`src/rtl/matrix_row_reader_if.sv`:
```
// Storage read port plus downstream row stream for matrix_row_reader.
// The master side is the reader; the slave side is storage plus the compute datapath.
interface matrix_row_reader_if #(
  parameter int size      = 3,
  parameter int data_size = 16
);
  logic [31:0]               read_layer_index;
  logic [31:0]               read_row_index;
  logic                      is_read;
  logic [data_size*size-1:0] read_data;

  // Row stream: a row transfers on any edge where row_valid && row_ready;
  // once row_valid rises, row_data/row_layer/row_index/row_last hold until that edge.
  logic [data_size*size-1:0] row_data;
  logic                      row_valid;
  logic                      row_ready;
  logic [31:0]               row_layer;
  logic [31:0]               row_index;
  logic                      row_last;

  modport master (
    output read_layer_index, read_row_index, is_read,
    input  read_data,
    output row_data, row_valid, row_layer, row_index, row_last,
    input  row_ready
  );

  modport slave (
    input  read_layer_index, read_row_index, is_read,
    output read_data,
    input  row_data, row_valid, row_layer, row_index, row_last,
    output row_ready
  );
endinterface

```
`src/rtl/matrix_row_reader.sv`:
```
// Walks a layer range row by row, reading storage and streaming rows downstream.
// Optional MATRIX_ROW_READER_REVERSE_EN adds a reverse input for a downward layer walk.
module matrix_row_reader #(
  parameter int size      = 3,
  parameter int data_size = 16,
  parameter int max_layer = 5
) (
  input  logic        clk,
  input  logic        reset,
  input  logic        start,
  input  logic [31:0] start_layer_index,
  input  logic [31:0] layer_count,
`ifdef MATRIX_ROW_READER_REVERSE_EN
  input  logic        reverse,
`endif
  output logic        busy,
  output logic        done,
  output logic        error,
  output logic [1:0]  dbg_state,
  matrix_row_reader_if.master bus
);

  typedef enum logic [1:0] {
    IDLE  = 2'd0,
    RUN   = 2'd1,
    DRAIN = 2'd2
  } state_t;

  state_t                    state_q, state_d;
  logic [31:0]               cur_layer_q, cur_layer_d;
  logic [31:0]               cur_row_q, cur_row_d;
  logic [31:0]               remaining_q, remaining_d;
  logic [data_size*size-1:0] row_data_q, row_data_d;
  logic                      row_valid_q, row_valid_d;
  logic [31:0]               row_layer_q, row_layer_d;
  logic [31:0]               row_index_q, row_index_d;
  logic                      row_last_q, row_last_d;
  logic                      busy_q, busy_d;
  logic                      done_q, done_d;
  logic                      error_q, error_d;
  logic                      walk_down_q, walk_down_d;
  logic                      is_read;
  logic                      row_hs;
  logic                      fwd_reject;
  logic                      reject;
  logic                      start_down;

  // 33-bit sums so start_layer_index + layer_count cannot wrap into a legal range.
  assign fwd_reject = (layer_count == 32'd0) ||
                      (({1'b0, start_layer_index} + {1'b0, layer_count}) > 33'(max_layer));

`ifdef MATRIX_ROW_READER_REVERSE_EN
  logic rev_reject;
  assign rev_reject = (layer_count == 32'd0) ||
                      (start_layer_index >= 32'(max_layer)) ||
                      ({1'b0, layer_count} > ({1'b0, start_layer_index} + 33'd1));
  assign start_down = reverse;
  assign reject     = reverse ? rev_reject : fwd_reject;
`else
  assign start_down = 1'b0;
  assign reject     = fwd_reject;
`endif

  assign row_hs = row_valid_q && bus.row_ready;

  always_comb begin
    state_d     = state_q;
    cur_layer_d = cur_layer_q;
    cur_row_d   = cur_row_q;
    remaining_d = remaining_q;
    row_data_d  = row_data_q;
    row_valid_d = row_valid_q;
    row_layer_d = row_layer_q;
    row_index_d = row_index_q;
    row_last_d  = row_last_q;
    busy_d      = busy_q;
    done_d      = 1'b0;
    error_d     = 1'b0;
    walk_down_d = walk_down_q;
    is_read     = 1'b0;

    case (state_q)
      IDLE: begin
        if (start) begin
          if (reject) begin
            error_d = 1'b1;
          end else begin
            cur_layer_d = start_layer_index;
            cur_row_d   = 32'd0;
            remaining_d = 32'(layer_count * size);
            walk_down_d = start_down;
            busy_d      = 1'b1;
            state_d     = RUN;
          end
        end
      end

      RUN: begin
        // A new row is fetched whenever the output register is empty or draining this edge.
        is_read = !row_valid_q || bus.row_ready;
        if (is_read) begin
          row_data_d  = bus.read_data;
          row_valid_d = 1'b1;
          row_layer_d = cur_layer_q;
          row_index_d = cur_row_q;
          row_last_d  = (remaining_q == 32'd1);
          if (cur_row_q == 32'(size - 1)) begin
            cur_row_d   = 32'd0;
            cur_layer_d = walk_down_q ? (cur_layer_q - 32'd1) : (cur_layer_q + 32'd1);
          end else begin
            cur_row_d = cur_row_q + 32'd1;
          end
          remaining_d = remaining_q - 32'd1;
          if (remaining_q == 32'd1) begin
            state_d = DRAIN;
          end
        end else if (row_hs) begin
          row_valid_d = 1'b0;
        end
      end

      DRAIN: begin
        if (row_hs) begin
          row_valid_d = 1'b0;
          row_last_d  = 1'b0;
          done_d      = 1'b1;
          busy_d      = 1'b0;
          state_d     = IDLE;
        end
      end

      default: begin
        state_d = IDLE;
      end
    endcase
  end

  always_ff @(posedge clk) begin
    if (reset) begin
      state_q     <= IDLE;
      cur_layer_q <= 32'd0;
      cur_row_q   <= 32'd0;
      remaining_q <= 32'd0;
      row_data_q  <= '0;
      row_valid_q <= 1'b0;
      row_layer_q <= 32'd0;
      row_index_q <= 32'd0;
      row_last_q  <= 1'b0;
      busy_q      <= 1'b0;
      done_q      <= 1'b0;
      error_q     <= 1'b0;
      walk_down_q <= 1'b0;
    end else begin
      state_q     <= state_d;
      cur_layer_q <= cur_layer_d;
      cur_row_q   <= cur_row_d;
      remaining_q <= remaining_d;
      row_data_q  <= row_data_d;
      row_valid_q <= row_valid_d;
      row_layer_q <= row_layer_d;
      row_index_q <= row_index_d;
      row_last_q  <= row_last_d;
      busy_q      <= busy_d;
      done_q      <= done_d;
      error_q     <= error_d;
      walk_down_q <= walk_down_d;
    end
  end

  assign busy                 = busy_q;
  assign done                 = done_q;
  assign error                = error_q;
  assign dbg_state            = state_q;
  assign bus.read_layer_index = cur_layer_q;
  assign bus.read_row_index   = cur_row_q;
  assign bus.is_read          = is_read;
  assign bus.row_data         = row_data_q;
  assign bus.row_valid        = row_valid_q;
  assign bus.row_layer        = row_layer_q;
  assign bus.row_index        = row_index_q;
  assign bus.row_last         = row_last_q;

endmodule
```
`src/flat_wrapper.sv`:
```
// flat-port wrapper written by rule: the top's interface ports become plain ports
module matrix_row_reader_flat 
#(
  parameter int size      = 3,
  parameter int data_size = 16,
  parameter int max_layer = 5
)
  (clk, reset, start, start_layer_index, layer_count, busy, done, error, dbg_state, bus_read_layer_index, bus_read_row_index, bus_is_read, bus_read_data, bus_row_data, bus_row_valid, bus_row_layer, bus_row_index, bus_row_last, bus_row_ready);
  matrix_row_reader_if #(.size(size), .data_size(data_size)) bus_i ();
  input  logic clk;
  input  logic reset;
  input  logic start;
  input  logic [31:0] start_layer_index;
  input  logic [31:0] layer_count;
  output logic busy;
  output logic done;
  output logic error;
  output logic [1:0] dbg_state;
  output wire logic [$bits(bus_i.read_layer_index)-1:0] bus_read_layer_index;
  output wire logic [$bits(bus_i.read_row_index)-1:0] bus_read_row_index;
  output wire logic [$bits(bus_i.is_read)-1:0] bus_is_read;
  input wire logic [$bits(bus_i.read_data)-1:0] bus_read_data;
  output wire logic [$bits(bus_i.row_data)-1:0] bus_row_data;
  output wire logic [$bits(bus_i.row_valid)-1:0] bus_row_valid;
  output wire logic [$bits(bus_i.row_layer)-1:0] bus_row_layer;
  output wire logic [$bits(bus_i.row_index)-1:0] bus_row_index;
  output wire logic [$bits(bus_i.row_last)-1:0] bus_row_last;
  input wire logic [$bits(bus_i.row_ready)-1:0] bus_row_ready;
  assign bus_read_layer_index = bus_i.read_layer_index;
  assign bus_read_row_index = bus_i.read_row_index;
  assign bus_is_read = bus_i.is_read;
  assign bus_i.read_data = bus_read_data;
  assign bus_row_data = bus_i.row_data;
  assign bus_row_valid = bus_i.row_valid;
  assign bus_row_layer = bus_i.row_layer;
  assign bus_row_index = bus_i.row_index;
  assign bus_row_last = bus_i.row_last;
  assign bus_i.row_ready = bus_row_ready;
  matrix_row_reader #(.size(size), .data_size(data_size), .max_layer(max_layer)) u_core (.clk(clk), .reset(reset), .start(start), .start_layer_index(start_layer_index), .layer_count(layer_count), .busy(busy), .done(done), .error(error), .dbg_state(dbg_state), .bus(bus_i));
endmodule
```
`config.mk`:
```
export PLATFORM = sky130hd
export DESIGN_NAME = matrix_row_reader_flat
export DESIGN_NICKNAME = d
export VERILOG_FILES = /design/src/rtl/matrix_row_reader_if.sv /design/src/rtl/matrix_row_reader.sv /design/src/flat_wrapper.sv
export SDC_FILE = /design/constraint.sdc
export NUM_CORES = 1
export LEC_CHECK = 0
export BUFFER_PORTS_ARGS = -buffer_cell sky130_fd_sc_hd__buf_2
export CAP_MARGIN = 0
export CORE_AREA = 2 2 178 180
export DETAILED_ROUTE_END_ITERATION = 6
export DIE_AREA = 0 0 180 182
export PLACE_DENSITY_LB_ADDON = 0.1
export SETUP_SLACK_MARGIN = 0.3
export SYNTH_ARGS = -nofsm -noshare
export SYNTH_HDL_FRONTEND = slang
export SYNTH_SLANG_ARGS = --single-unit
```
`constraint.sdc`:
```
create_clock -name clk -period 12.95 [get_ports clk]
set_input_delay 2.59 -clock clk [delete_from_list [all_inputs] [get_ports clk]]
set_output_delay 2.59 -clock clk [all_outputs]
set_load 0.02 [all_outputs]
```
==> metrics.md <==
| Metric | Value |
|---|---|
| Post-cts repair resize count | `0` |
| Dpl hpwl | `35900 um` |
| Post-Synth Adder-Cell Area | `8.12%` |
| Final Skew | `24.5 ps` |
| Antenna Nets Post-Route | `0` |
| Warnings from Yosys | `0` |
| Vias per cell | `5.86` |
| Worst Max-Slew Pin Slew | `1020 ps` |
| Post-Syn Area | `13700 sq um` |
| Setup crit end | `u_core.bus.read_layer_index[12]` |
| CTS Buf Count | `25` |
| M3 GR Usage | `4.21%` |
| H-Tree Depth | `1` |
| Initial Utilization | `44.4%` |
| Die Area | `32800 sq um` |
| GR Util met2 | `46.1%` |
| Max cap viols | `0` |
| Largest stage delay on the critical path | `620 ps` |
| Maximum VDD drop | `0.0839 mV` |
| Vias in the first global route | `13400` |
| Crit path depth | `17` |
| CTS tree | `built` |
| Clock root cell | `clkbuf_16` |
| Post-Synth XOR/XNOR Area | `3.69%` |
| Final nets | `2292` |
| Mapped Avg Cell Area | `7.38 sq um` |
| DIE WIDTH | `180 um` |
| Synth Register Bits | `215` |
| R2r setup slk | `9340 ps` |
| Post-CTS Setup Bufs | `0` |
| CP dominant cell by count | `a211oi_1` |
| Clk sink count | `215` |
| Final WL | `48300 um` |
| Register area | `4300 sq um` |
| Longest Clk Path Bufs | `3` |
| Antenna violations before repair | `4` |
| Vias | `14700` |
| Setup_tns | `0 ps` |
| Clk slew on worst S/H paths | `60 ps` |
| Worst reg2reg startpoint | `u_core.bus.read_layer_index[0]` |
| DRC | `0` |
| Gpl congestion | `0.943` |
| CP bufs+invs | `3` |
| CP Cell Sequence | `buf_2, ha_1, inv_1, fa_1, nand2b_1, a211oi_1, o211ai_1, a211oi_1, o31ai_1, xnor2_1, a211oi_1, or4b_4, o21ai_4, and2_2, buf_4, a21oi_1, a2111oi_2` |
| R2R Path End | `u_core.bus.read_layer_index[28]` |
| Largest family of logic cells by synthesized area | `compound AO/OA/AOI/OAI gates` |
| Hold Crit Class | `reg2reg` |
| Crit path DAT | `8010 ps` |
| CP max stage cell | `o21ai_4` |
| First-pass GRT wire length | `74400 um` |
| Final hold vios | `0` |
| Complex-gate fraction of the synthesized area | `25.7%` |
| Post-synth EDFFs | `0` |
| Number of library cell types mapped by synthesis | `82` |
| Crit share post-route | `58.6%` |
| First-pass iteration count of the detailed router | `5` |
| Outcome | `completed` |
| FFs w/ async S/R, synth | `0%` |
| Seq/Total Area, Yosys | `31.3%` |
| Worst setup EP type | `flip-flop` |
| Main synth FF type | `dfxtp_1` |
| Share of cells above drive strength 1 | `18.7%` |
| Most frequent cells in the layout | `350 x nand2_1, 298 x buf_2, 231 x a21oi_1` |
| Multi-input gate area | `8740 sq um` |
| Num ports | `300` |
| Post-Synth Simple-Gate Area | `25.3%` |
| Core box area | `31000 sq um` |
| Fmax | `132 MHz` |
| Syn Nets | `2067` |
| CTS Hold Buffers Added | `0` |
| Mux cell area share after synthesis | `0.601%` |
| Die Ht | `182 um` |
| Fin crit period | `7590 ps` |
| WL per Instance | `19.2 um` |
| RSZ-0062 raised after global routing | `no` |
| # setup viols final | `0` |
| WS Path Type | `in2reg` |
| Crit path max fanout | `49` |
| CP startpoint | `layer_count[0]` |
| Critical Path Start Type | `input port` |
| Port bufs | `299` |
| Grt total ovfl | `0` |
| Grt met1 use | `38.1%` |
| Design Power | `0.00168 W` |
| Cell family with most CP delay | `compound AO/OA/AOI/OAI gates` |
| # fillers | `3173` |
| Commonest non-fill, non-tap cell in the layout | `nand2_1` |
| GR peak layer | `met2` |
| GRT Total Usage | `27.9%` |
| Crit path required time | `13370 ps` |
| Site Rows | `65` |
| Pwr/cell area | `103 nW/um^2` |
| Layout Area Growth over Synthesis | `18.5%` |
| Synth Instances | `1863` |
| Final Max Slew Viols | `0` |
| Leakage power | `6.70 nW` |
| Worst reg2reg path depth | `13` |
| Rel. slew slack | `31.3%` |
| Largest net degree at the start of global routing | `109` |
| Worst-Skew Late Latency | `530 ps` |
| Initial drt markers | `1108` |
[logic make-up (layout without fill, tap and decap cells)]
| family | count (synthesis) | in the layout |
|---|---|---|
| xor+xnor | 58 | 58 |
| other cells | 0 | 4 |
| fa+ha+maj | 88 | 88 |
| flops | 215 | 215 |
| compound gates | 560 | 560 |
| simple gates | 747 | 747 |
| mux | 8 | 8 |
| buf+inv | 187 | 431 |
[cells in the mapped netlist (22+ instances only)]
library cell,count,share of area (%)
nand2_1,351,9.6
or3_1,30,1.4
nand3_1,48,1.7
a21o_1,22,1.2
a211oi_1,23,1.3
clkbuf_1,90,2.5
nand4_1,39,1.8
ha_1,86,7.8
o21ai_0,107,3.9
a21oi_1,232,8.4
nor2_1,121,3.3
xnor2_1,32,2.0
nor4_1,26,1.2
inv_1,72,2.0
nor3_1,34,1.2
dfxtp_1,215,31
xor2_1,26,1.7
[power by group]
| part | internal [W] | total, W | leakage, nW | switching [W] |
|---|---|---|---|---|
| Sequential | 0.000661 | 0.000662 | 1.73 | 0.0000000299 |
| Combinational | 0.000102 | 0.000270 | 4.55 | 0.000168 |
| Clock | 0.000460 | 0.000748 | 0.424 | 0.000288 |
[metal layers]
metal	wire (um)	share of wire [%]	up-vias
met5	0	0	-
met2	22300	46	573
met4	1140	2.4	0
li1	-	-	7134
met3	3340	6.9	78
met1	21500	44	6951
[flip-flops by register name, summed over array words and instances, names as in the netlist]
signal / flops
u_core.bus.read_layer_index: 32
u_core.bus.read_row_index: 32
u_core.bus.row_data: 48
u_core.bus.row_index: 32
u_core.bus.row_last: 1
u_core.bus.row_layer: 32
u_core.bus.row_valid: 1
u_core.busy: 1
u_core.dbg_state: 2
u_core.done: 1
u_core.error: 1
u_core.remaining_q: 32
[how the worst min path moves through the flow]
stage | start | to | cells after the start | slack, ps
after global routing | u_core.bus.row_data[29] | u_core.bus.row_data[29] | 2 | 470
after floorplan | u_core.remaining_q[1] | u_core.remaining_q[1] | 2 | 450
final | u_core.bus.row_data[20] | u_core.bus.row_data[20] | 2 | 450
after global placement | u_core.bus.row_data[1] | u_core.bus.row_data[1] | 2 | 440
after detailed placement | u_core.bus.row_data[33] | u_core.bus.row_data[33] | 2 | 440
after CTS | u_core.bus.row_data[33] | u_core.bus.row_data[33] | 2 | 450
[stage by stage]
step	utilization (%)	cell area, sq um	cells	hold slack [ps]	setup slack [ps]
2_1_floorplan	-	13700	1863	445	6860
3_3_place_gp	49.8	15400	2463	439	4980
3_5_place_dp	49.8	15400	2463	443	4890
4_1_cts	52.5	16300	2509	452	5420
5_1_grt	52.6	16300	2511	465	5140
6_report	52.6	16300	2513	450	5360
[layout make-up]
class	count	area share (%)
flip-flops and latches	215	26.4
clock buffers	37	4.36
repair buffers	311	9.78
multi-input cells	1461	53.6
diodes	4	0.0614
inverters	74	1.71
clock inverters	9	0.937
well taps	402	3.09
[tightest hold or removal path: stages, from the launching register on]
cell	delay, ps
dfxtp_1	300
nand2_1	50
a21oi_1	50
Power figures use the tool's default switching activity.
